File: src/rtl/piso_tx.sv
// piso_tx: parallel-in, serial-out transmitter.
// Accepts a WIDTH-bit word over valid/ready and shifts it onto a registered
// serial line one bit per clock, with first/last framing strobes. A new word
// can be accepted during the last bit of the current one, so consecutive
// words stream with no idle gap.
//
// Ports:
//   clk        rising-edge clock
//   reset      asynchronous active-high reset
//   data_in    word to transmit, sampled only on accept
//   in_valid   data_in is valid
//   in_ready   a word can be accepted this cycle (combinational from state)
//   ser_out    serial data bit (registered, 0 when ser_valid is 0)
//   ser_valid  ser_out carries a valid bit (registered)
//   ser_first  first bit of a word in transmit order (registered)
//   ser_last   final bit of a word (registered)
//   busy       a word is in flight (registered)
module piso_tx #(
  parameter int unsigned WIDTH     = 8,
  parameter bit          MSB_FIRST = 1'b1
) (
  input  logic             clk,
  input  logic             reset,
  input  logic [WIDTH-1:0] data_in,
  input  logic             in_valid,
  output logic             in_ready,
  output logic             ser_out,
  output logic             ser_valid,
  output logic             ser_first,
  output logic             ser_last,
  output logic             busy
);

  localparam int unsigned    CW      = (WIDTH > 1) ? $clog2(WIDTH) : 1;
  localparam logic [CW-1:0]  LAST    = CW'(WIDTH - 1);
  localparam logic [CW-1:0]  LAST_M1 = CW'(WIDTH - 2);

  typedef enum logic {
    IDLE  = 1'b0,
    SHIFT = 1'b1
  } state_t;

  state_t           state;
  logic [WIDTH-1:0] sr;
  logic [CW-1:0]    cnt;

  logic             at_last;
  logic             accept;
  logic             load_bit;
  logic [WIDTH-1:0] load_rest;
  logic             next_bit;
  logic [WIDTH-1:0] sr_shifted;

  assign at_last  = (state == SHIFT) && (cnt == LAST);
  assign in_ready = !reset && ((state == IDLE) || at_last);
  assign accept   = in_valid && in_ready;

  // The first bit goes straight to the line; the remaining bits are parked
  // in sr aligned so that the shift end always holds the next bit to send.
  always_comb begin
    load_bit   = 1'b0;
    load_rest  = '0;
    next_bit   = 1'b0;
    sr_shifted = '0;
    if (MSB_FIRST) begin
      load_bit   = data_in[WIDTH-1];
      load_rest  = data_in << 1;
      next_bit   = sr[WIDTH-1];
      sr_shifted = sr << 1;
    end else begin
      load_bit   = data_in[0];
      load_rest  = data_in >> 1;
      next_bit   = sr[0];
      sr_shifted = sr >> 1;
    end
  end

  always_ff @(posedge clk or posedge reset) begin
    if (reset) begin
      state     <= IDLE;
      sr        <= '0;
      cnt       <= '0;
      ser_out   <= 1'b0;
      ser_valid <= 1'b0;
      ser_first <= 1'b0;
      ser_last  <= 1'b0;
      busy      <= 1'b0;
    end else if (accept) begin
      // Same path from IDLE and from the last bit of a word: back-to-back
      // words need no separate handling.
      state     <= SHIFT;
      sr        <= load_rest;
      cnt       <= '0;
      ser_out   <= load_bit;
      ser_valid <= 1'b1;
      ser_first <= 1'b1;
      ser_last  <= 1'b0;
      busy      <= 1'b1;
    end else if (state == SHIFT && !at_last) begin
      sr        <= sr_shifted;
      cnt       <= cnt + 1'b1;
      ser_out   <= next_bit;
      ser_first <= 1'b0;
      ser_last  <= (cnt == LAST_M1);
    end else if (state == SHIFT) begin
      state     <= IDLE;
      sr        <= '0;
      cnt       <= '0;
      ser_out   <= 1'b0;
      ser_valid <= 1'b0;
      ser_first <= 1'b0;
      ser_last  <= 1'b0;
      busy      <= 1'b0;
    end
  end

endmodule

File: config.mk
export PLATFORM = sky130hd
export DESIGN_NAME = piso_tx
export DESIGN_NICKNAME = d
export VERILOG_FILES = /design/src/rtl/piso_tx.sv
export SDC_FILE = /design/constraint.sdc
export NUM_CORES = 1
export LEC_CHECK = 0
export CAP_MARGIN = 10
export CORE_MARGIN = 10
export CORE_UTILIZATION = 46
export CTS_CLUSTER_SIZE = 24
export DETAILED_ROUTE_END_ITERATION = 12
export MAX_ROUTING_LAYER = met4
export PLACE_DENSITY = 0.87
export SETUP_SLACK_MARGIN = 0.15
export SYNTH_ARGS = -nofsm -noshare
export SYNTH_HDL_FRONTEND = slang
export SYNTH_SLANG_ARGS = --single-unit
export TNS_END_PERCENT = 50
File: constraint.sdc
create_clock -name clk -period 1.9 [get_ports clk]
set_input_delay 0.285 -clock clk [delete_from_list [all_inputs] [get_ports clk]]
set_output_delay 0.285 -clock clk [all_outputs]
set_load 0.1 [all_outputs]
==> reports/metrics.csv <==
metric,value,unit
Die Height,58.3,um
setup violators final,0,
root buffer cell,clkbuf_4,
Cells after Synth,54,
Final nets,92,
Slew Limit Headroom,0.701,
Buf/Inv on CP,1,
Reg2Reg Depth,6,
leakage power figure,0.449,nW
global route overflow,0,
Max IR drop VDD,0.00119,V
htree depth,1,
Die Wd,58.3,um
1st-pass router iterations,2,
run status,finished clean,
Site Rows,13,
met2 Use GR,0.147,
RSZ-0062 raised after global routing,no,
Clock Skews,3.27,ps
CP required,1620,ps
max_cap viols,0,
post-DR wirelength/cell,17.6,um
Global Route Usage Sum,0.0987,
DRT antenna net count,0,
Avg Vias per Cell,5.52,
initial antenna violation count,0,
critical path type,flip-flop to output pin,
Antenna diodes,0,
"Hold Vio Cnt, Final",0,
crit end category,output pin,
post-synth cell types,22,
"most common cell after layout, fill and taps aside",dfrtp_1,
most frequent cells in the layout,"15 x dfrtp_1, 11 x buf_4, 10 x clkdlybuf4s50_1",
Post-DP HPWL,1110,um
slack of the worst reg-to-reg path,260,ps
worst min-delay path class,primary input to asynchronous set/reset pin,
CTS Buf Count,3,
min Tclk post-route,1710,ps
clk slew on worst S/H paths,90,ps
area grow syn2layout,36.5,%
yosys warns,0,
DR vias,508,
Slew @ Worst Pin,448,ps
final core utilization,0.690,
f_max,0.586,GHz
first-pass GRT wire length,2570,um
Fin Hold WS,429,ps
syn_area_per_cell,12.5,sq um
Fin Setup TNS,0,ps
met3 Use GR,0.0515,
share of cells above drive strength 1,0.273,
synthesized flop and latch total,15,
DRT iter0 DRCs,9,
vias in the first global route,534,
Skew-Pair Late Insertion Delay,290,ps
Remaining DRCs,0,
RR Endpoint,sr[6],
clock sinks,15,
PortBufs,16,
Max stage delay on crit path,410,ps
I/O pins,17,
grt peak-use layer,met2,
worst r2r src,cnt[1],
"Slew Viols, Final",0,
"Slowest-stage cell, CP",dfrtp_1,
Synth Net Count,68,
initial core utilization,0.506,
Final period util,0.898,
Post-Syn Area,674,sq um
Die ar.,0.00340,sq mm
total wire length,1620,um
RePlAce Congestion,0.763,
Core Region,0.00133,sq mm
"Seq/Total Area, Yosys",0.557,
CTS tree,built,
crit-path max FO,3,
cts hold-fix bufs,0,
pwr dens,1740,mW/mm^2
largest net degree at the start of global routing,16,
Critical Path Source Type,flip-flop,
Worst path top cell family by delay,flip-flops,
cell breakdown of the critical path,"ha_2, ha_4, nor2b_4, nor2_4, buf_12",
met1 GRT Util,0.108,
CTS max path bufs,2,
Critical Path AT,1420,ps
==> per-layer routing <==
metal  wire length (um)  part of all wire
met5                  0                 0
met4                 26             0.016
met3                123             0.076
met2                777              0.48
met1                692              0.43
==> cell type report <==
cell class | instances | area (sq um)
clock buffer | 4 | 26.3
inverter | 3 | 11.3
tap | 15 | 18.8
fill | 100 | 413
timing repair buffer | 22 | 203
sequential | 15 | 375
multi-input combinational | 33 | 287
==> synthesized netlist by cell type <==
master     count  area share
nor2_2         1      0.0093
a32o_1         1       0.015
a22o_1         1       0.013
a21o_1         2       0.022
buf_6          1       0.017
nand2b_1       1      0.0093
nand2_1        2       0.011
inv_1          3       0.017
a221o_1        7        0.10
a21oi_1        1      0.0074
buf_4          1       0.011
nor2_1         1      0.0056
or2b_1         1       0.011
nand3_1        1      0.0074
o21ai_0        1      0.0074
dfrtp_1       15        0.56
o2bb2ai_1      1       0.013
nor2b_4        1       0.020
a22o_2         1       0.015
buf_2          1      0.0074
and2_0         7       0.065
ha_1           3       0.056
==> sequential cells by signal, summed over array words and instances, names as in the netlist <==
signal     flops
sr             7
cnt            3
busy           1
ser_first      1
ser_last       1
ser_out        1
state          1
==> kinds of logic after synthesis <==
group | count (synthesis) | share of synthesized area
buf+inv | 6 | 0.0519
flops | 15 | 0.557
simple gates | 15 | 0.139
compound gates | 15 | 0.197
fa+ha+maj | 3 | 0.0557
==> what timing repair did <==
action / CTS / global route
setup buffers: 3 / 0
gates resized for setup: 1 / 2
setup endpoints to repair: 1 / 1
==> worst max-delay path by stage <==
stage / cells past startpoint / from / to / slack [ps]
2_1_floorplan: 5 / cnt[0] / in_ready / 260
6_report: 5 / cnt[1] / in_ready / 190
5_1_grt: 5 / cnt[1] / in_ready / 150
3_3_place_gp: 5 / cnt[0] / sr[4] / 260
4_1_cts: 5 / cnt[0] / in_ready / 170
3_5_place_dp: 5 / cnt[0] / sr[3] / 190
==> metrics by stage <==
stage	area (sq um)	setup WS, ps	power (mW)	cells
6_report	921	194	1.61	92
5_1_grt	921	155	1.71	92
4_1_cts	908	172	1.59	92
3_5_place_dp	857	190	1.34	85
3_3_place_gp	857	261	1.32	85
2_1_floorplan	682	255	1.17	54
==> worst min-delay path: cells and delay by family <==
family,cells,cell delay (ps)
buf+inv,3,800
==> power breakdown <==
part | leakage (nW) | internal [mW] | switching [mW] | total, mW
clock | 0.0150 | 0.0817 | 0.107 | 0.189
sequential | 0.193 | 0.436 | 0.0825 | 0.518
combinational | 0.241 | 0.332 | 0.567 | 0.899
No activity file was read; power rests on OpenSTA's default activity.
==> edit 1: new RTL, config.mk and constraints unchanged <==
Change the parameter `WIDTH` from 8 to 16.
--- a/src/rtl/piso_tx.sv
+++ b/src/rtl/piso_tx.sv
@@ -16,7 +16,7 @@
 //   ser_last   final bit of a word (registered)
 //   busy       a word is in flight (registered)
 module piso_tx #(
-  parameter int unsigned WIDTH     = 8,
+  parameter int unsigned WIDTH     = 16,
   parameter bit          MSB_FIRST = 1'b1
 ) (
   input  logic             clk,
Ports: changed (resized data_in); port bits go from 17 to 25. The function was not compared with the original's and may differ.
==> edit 1 against the original RTL <==
Clock power up 96%. Sequential cell count up 9. Die area up 43%. Synthesized area up 68%. Power up 47%. Wire length up 67%. First-iteration DRC count rose to 5.2 times the old value. Sequential share of layout area down 0.22 points. Final area up 62%. Synthesized cell count up 69%. Worst setup slack worse by 0.0058 ns. Critical endpoint unchanged. Largest cell class unchanged.
==> edit 1: results (changes against the original RTL) <==
stage,metric,value,unit,change
setup_path,R2R setup slack,0.32,ns,+0.06 ns
sta,final setup margin,0.188,ns,-0.00578 ns
status,status,"finished, final reports clean",,
synth,Unique masters post-synth,31,,+41%
power_and_ir_drop,Sw Share,41.9,%,-5.2 points
setup_path,R2R depth,5,,-1
power_and_ir_drop,combinational power,1130,uW,+26%
sta,Layout Skew,0.00451,ns,+0.00123 ns
placement,post-DP HPWL,1790,um,+61%
final_layout,share of layout cells above drive strength 1,29.4,%,+2.1 points
synth,largest cells by area after synthesis,"dfrtp_1 53%, a221o_1 13%, and3_2 4.6%, and3_1 3.9%, ha_1 2.2%",,
setup_path,crit-path max FO,2,,-1
synth,post-synthesis mux area share,3.20,%,+3.2 points
placement,Setup WS pre-CTS,0.00572,ns,-0.184 ns
detailed_routing,met3 wire len,113,um,-8.1%
synth,Compound-Gate Fraction of Synth Area,20.2,%,+0.55 points
synth,syn_area_per_cell,12.4,um^2,-0.36%
power_and_ir_drop,Peak VDD IR,1.26,mV,+5.8%
detailed_routing,total wire length,2700,um,+67%
final_layout,fillers,180,,+80%
synth,post-synthesis sequential area ratio,53.0,%,-2.6 points
power_and_ir_drop,P_leak,0.000705,uW,+57%
global_route,GR Util met2,17.1,%,+2.4 points
setup_path,worst r2r dst,sr[4]$_DFFE_PP0P_,,
setup_path,Worst Setup SP,cnt[0]$_DFFE_PP0P_,,
global_route,vias in the first global route,962,,+80%
detailed_routing,vias per cell,5.97,,+8.2%
global_route,met3 Use GR,3.28,%,-1.9 points
detailed_routing,DR pass1 iterations,4,,+2
clock_network,"Clk Latency, worst-skew pair",0.31,ns,+0.02 ns
synth,Syn Nets,112,,+65%
placement,I/O Buffers,24,,+8
synth,adder-cell area share of the yosys netlist,2.21,%,-3.4 points
placement,Cells after DPL,138,,+62%
clock_network,clock slew at reported path FFs,0.14,ns,+0.05 ns
final_layout,footprint of the multi-input gates,495,um^2,+73%
global_route,met1 Use GR,14.4,%,+3.6 points
-- edit 1: final cells by class --
class	count	area share [%]
flip-flops and latches	24	40.5
multi-input cells	57	33.3
repair buffers	31	19.5
well taps	28	2.35
clock inverters	1	2.02
clock buffers	3	1.51
inverters	3	0.757
-- edit 1: worst min-delay path by stage --
| stage | from | to | slack (ns) |
|---|---|---|---|
| 5_1_grt | reset | ser_first$_DFFE_PP0P_ | 0.44 |
| 3_5_place_dp | sr[5]$_DFFE_PP0P_ | sr[5]$_DFFE_PP0P_ | 0.49 |
| 6_report | reset | ser_first$_DFFE_PP0P_ | 0.43 |
| 2_1_floorplan | reset | busy$_DFFE_PP0P_ | 0.30 |
| 4_1_cts | reset | ser_first$_DFFE_PP0P_ | 0.43 |
| 3_3_place_gp | sr[1]$_DFFE_PP0P_ | sr[1]$_DFFE_PP0P_ | 0.48 |
-- edit 1: repair_timing --
action,CTS,global route
buffers inserted,5,0
resized for setup,2,0
pin swaps,2,1
setup endpoints to repair,1,1
==> edit 2: new RTL, same flow settings <==
Without the edit above. Reset style: synchronous (`reset`), changed in one clocked block. Comments in the files are not updated.
--- a/src/rtl/piso_tx.sv
+++ b/src/rtl/piso_tx.sv
@@ -75,7 +75,7 @@
     end
   end
 
-  always_ff @(posedge clk or posedge reset) begin
+  always_ff @(posedge clk) begin
     if (reset) begin
       state     <= IDLE;
       sr        <= '0;
Behaviour: differs if reset is asserted again (counterexample within 4 cycles, from zero or initial values and one cycle with reset high); with reset held inactive, the same outputs for 10 cycles.
==> edit 2 against the original RTL <==
First-iteration DRC count rose by 120%. Sequential share of layout area fell by 8.5 points. Die area rose by 3.5%. Final area rose by 1.8%. Core utilization fell by 6.1 points. Maximum frequency rose by 1.6%. Synthesized area rose by 5.4%. Sequential cell count did not move. Worst setup slack improved by 0.026 ns. Wire length fell by 7.5%. Largest cell class is now multi-input combinational cells. Highest routed layer unchanged.
Power is not compared: it rests on default switching activity, and its combinational part moved more than twofold at a synthesized area within 25%.
==> edit 2: results (changes against the original RTL) <==
stage,metric,value,unit,change
status,status,"finished, final reports clean",,
setup_path,R2R setup slack,0.33,ns,+0.07 ns
global_route,GR Util met2,14.9,%,+0.14 points
synth,largest cells by area after synthesis,"dfxtp_1 42%, a22o_1 8.6%, a21o_1 7.4%, ha_1 5.3%, nor2_1 5.3%",,
placement,Post-Place Cell Area,876,um^2,+2.2%
final_layout,fillers,133,,+33%
synth,top post-synthesis cells by count,"15 x dfxtp_1, 10 x nor2_1, 7 x a21o_1, 7 x a22o_1, 4 x a21oi_1",,
setup_path,Crit-path slowest cell,dfxtp_2,,
synth,Main synth FF type,dfxtp_1,,
global_route,vias in the first global route,563,,+5.4%
setup_path,CP peak stage delay,0.34,ns,-0.07 ns
synth,Post-synth ARST share,0,%,-100 points
setup_path,RR Startpoint,cnt[0]$_SDFFE_PP0P_,,
synth,warnings from Yosys,0,,unchanged
global_route,Global Route Usage Sum,9.45,%,-0.43 points
placement,Routability Congestion,0.794,,+4.1%
synth,Compound-Gate Fraction of Synth Area,23.6,%,+3.9 points
worst_hold_path,min-delay worst type,reg -> reg,,
synth,post-synthesis mux area share,1.41,%,+1.4 points
setup_path,crit-path max FO,4,,+1
placement,post-DP HPWL,1130,um,+1.7%
sta,Layout Skew,0.00150,ns,-0.00178 ns
power_and_ir_drop,Peak VDD IR,0.446,mV,
global_route,met1 Use GR,9.62,%,-1.2 points
detailed_routing,DR pass1 iterations,4,,+2
synth,adder-cell area share of the yosys netlist,5.28,%,-0.28 points
clock_network,H-tree Lvls,1,,unchanged
global_route,largest net degree at the start of global routing,15,,-1
synth,Unique masters post-synth,24,,+9.1%
synth,post-synthesis sequential area ratio,42.3,%,-13 points
global_route,met3 Use GR,3.65,%,-1.5 points
clock_network,CTS Root Cell,clkbuf_4,,
final_layout,share of layout cells above drive strength 1,24.4,%,-2.8 points
sta,hold violation count in the final report,0,,unchanged
detailed_routing,post-DR wirelength/cell,14.1,um,-20%
setup_path,worst r2r dst,sr[6]$_SDFFE_PP0P_,,
detailed_routing,vias per cell,5.34,,-3.3%
synth,Syn Nets,84,,+24%
synth,xor/xnor share of the synthesized area,0,%,unchanged
setup_path,crit path DAT,1.39,ns,-0.03 ns
sta,relative slew slack,71.0,%,+0.87 points
global_route,first-pass GRT wire length,2530,um,-1.6%
final_layout,number of nets in the layout,105,,+14%
detailed_routing,First DRT Iteration DRCs,20,,+11
-- edit 2: cells by family (layout without fill, tap and decap cells) --
kind of cell	after synthesis	in the layout
DFF	15	15
and+or+nand+nor	22	22
adders and majority gates	3	3
AOI/OAI and AO/OA	22	22
buffers and inverters	7	27
muxes	1	1
-- edit 2: critical path, delay by kind of cell, from the launching register on --
| kind | cells | cell delay, ns |
|---|---|---|
| flops | 1 | 0.34 |
| simple gates | 2 | 0.19 |
| fa+ha+maj | 2 | 0.42 |
| buf+inv | 1 | 0.16 |
-- edit 2: worst max-delay path by stage --
stage / start / endpoint / slack (ns) / cells past startpoint
floorplan: busy$_SDFFE_PP0P_ / ser_valid / 0.22 / 1
global placement: cnt[0]$_SDFFE_PP0P_ / in_ready / 0.31 / 5
detailed placement: cnt[0]$_SDFFE_PP0P_ / in_ready / 0.27 / 5
CTS: cnt[0]$_SDFFE_PP0P_ / in_ready / 0.17 / 5
global route: cnt[0]$_SDFFE_PP0P_ / in_ready / 0.16 / 5
finish: cnt[0]$_SDFFE_PP0P_ / in_ready / 0.22 / 5
-- edit 2: what timing repair did --
| item | CTS | global route |
|---|---|---|
| hold endpoints to repair | 0 | 0 |
| setup buffers | 1 | 1 |
| resized for setup | 3 | 2 |
| endpoints found under the setup margin | 1 | 1 |
-- edit 2: through the flow --
step                      total power, uW  worst slack [ns]  std cells  hold slack [ns]
after floorplan                       460             0.223         70            0.395
after global placement                506             0.313        100            0.514
after detailed placement              510             0.274        100            0.520
after CTS                             696             0.171        105            0.547
after global routing                  725             0.162        106            0.566
final                                 688             0.220        106            0.545
-- edit 2: routing by layer --
metal / up-vias / wire (um)
met1: 259 / 597
met4: 0 / 41
met2: 14 / 743
li1: 288 / -
met3: 5 / 114
met5: - / 0
-- edit 2: layout make-up --
type | instances | area, um^2 | area share [%]
well taps | 16 | 20.0 | 2.14
inverters | 2 | 7.51 | 0.801
repair buffers | 21 | 195 | 20.8
multi-input cells | 48 | 385 | 41.1
clock buffers | 4 | 26.3 | 2.80
flip-flops and latches | 15 | 303 | 32.3
-- edit 2: power by group through the flow --
stage	combinational [uW]	sequential [uW]	clock (uW)
2_1_floorplan	79.3	381	0
3_3_place_gp	153	353	0
3_5_place_dp	155	354	0
4_1_cts	159	347	189
5_1_grt	167	351	206
6_report	157	348	183
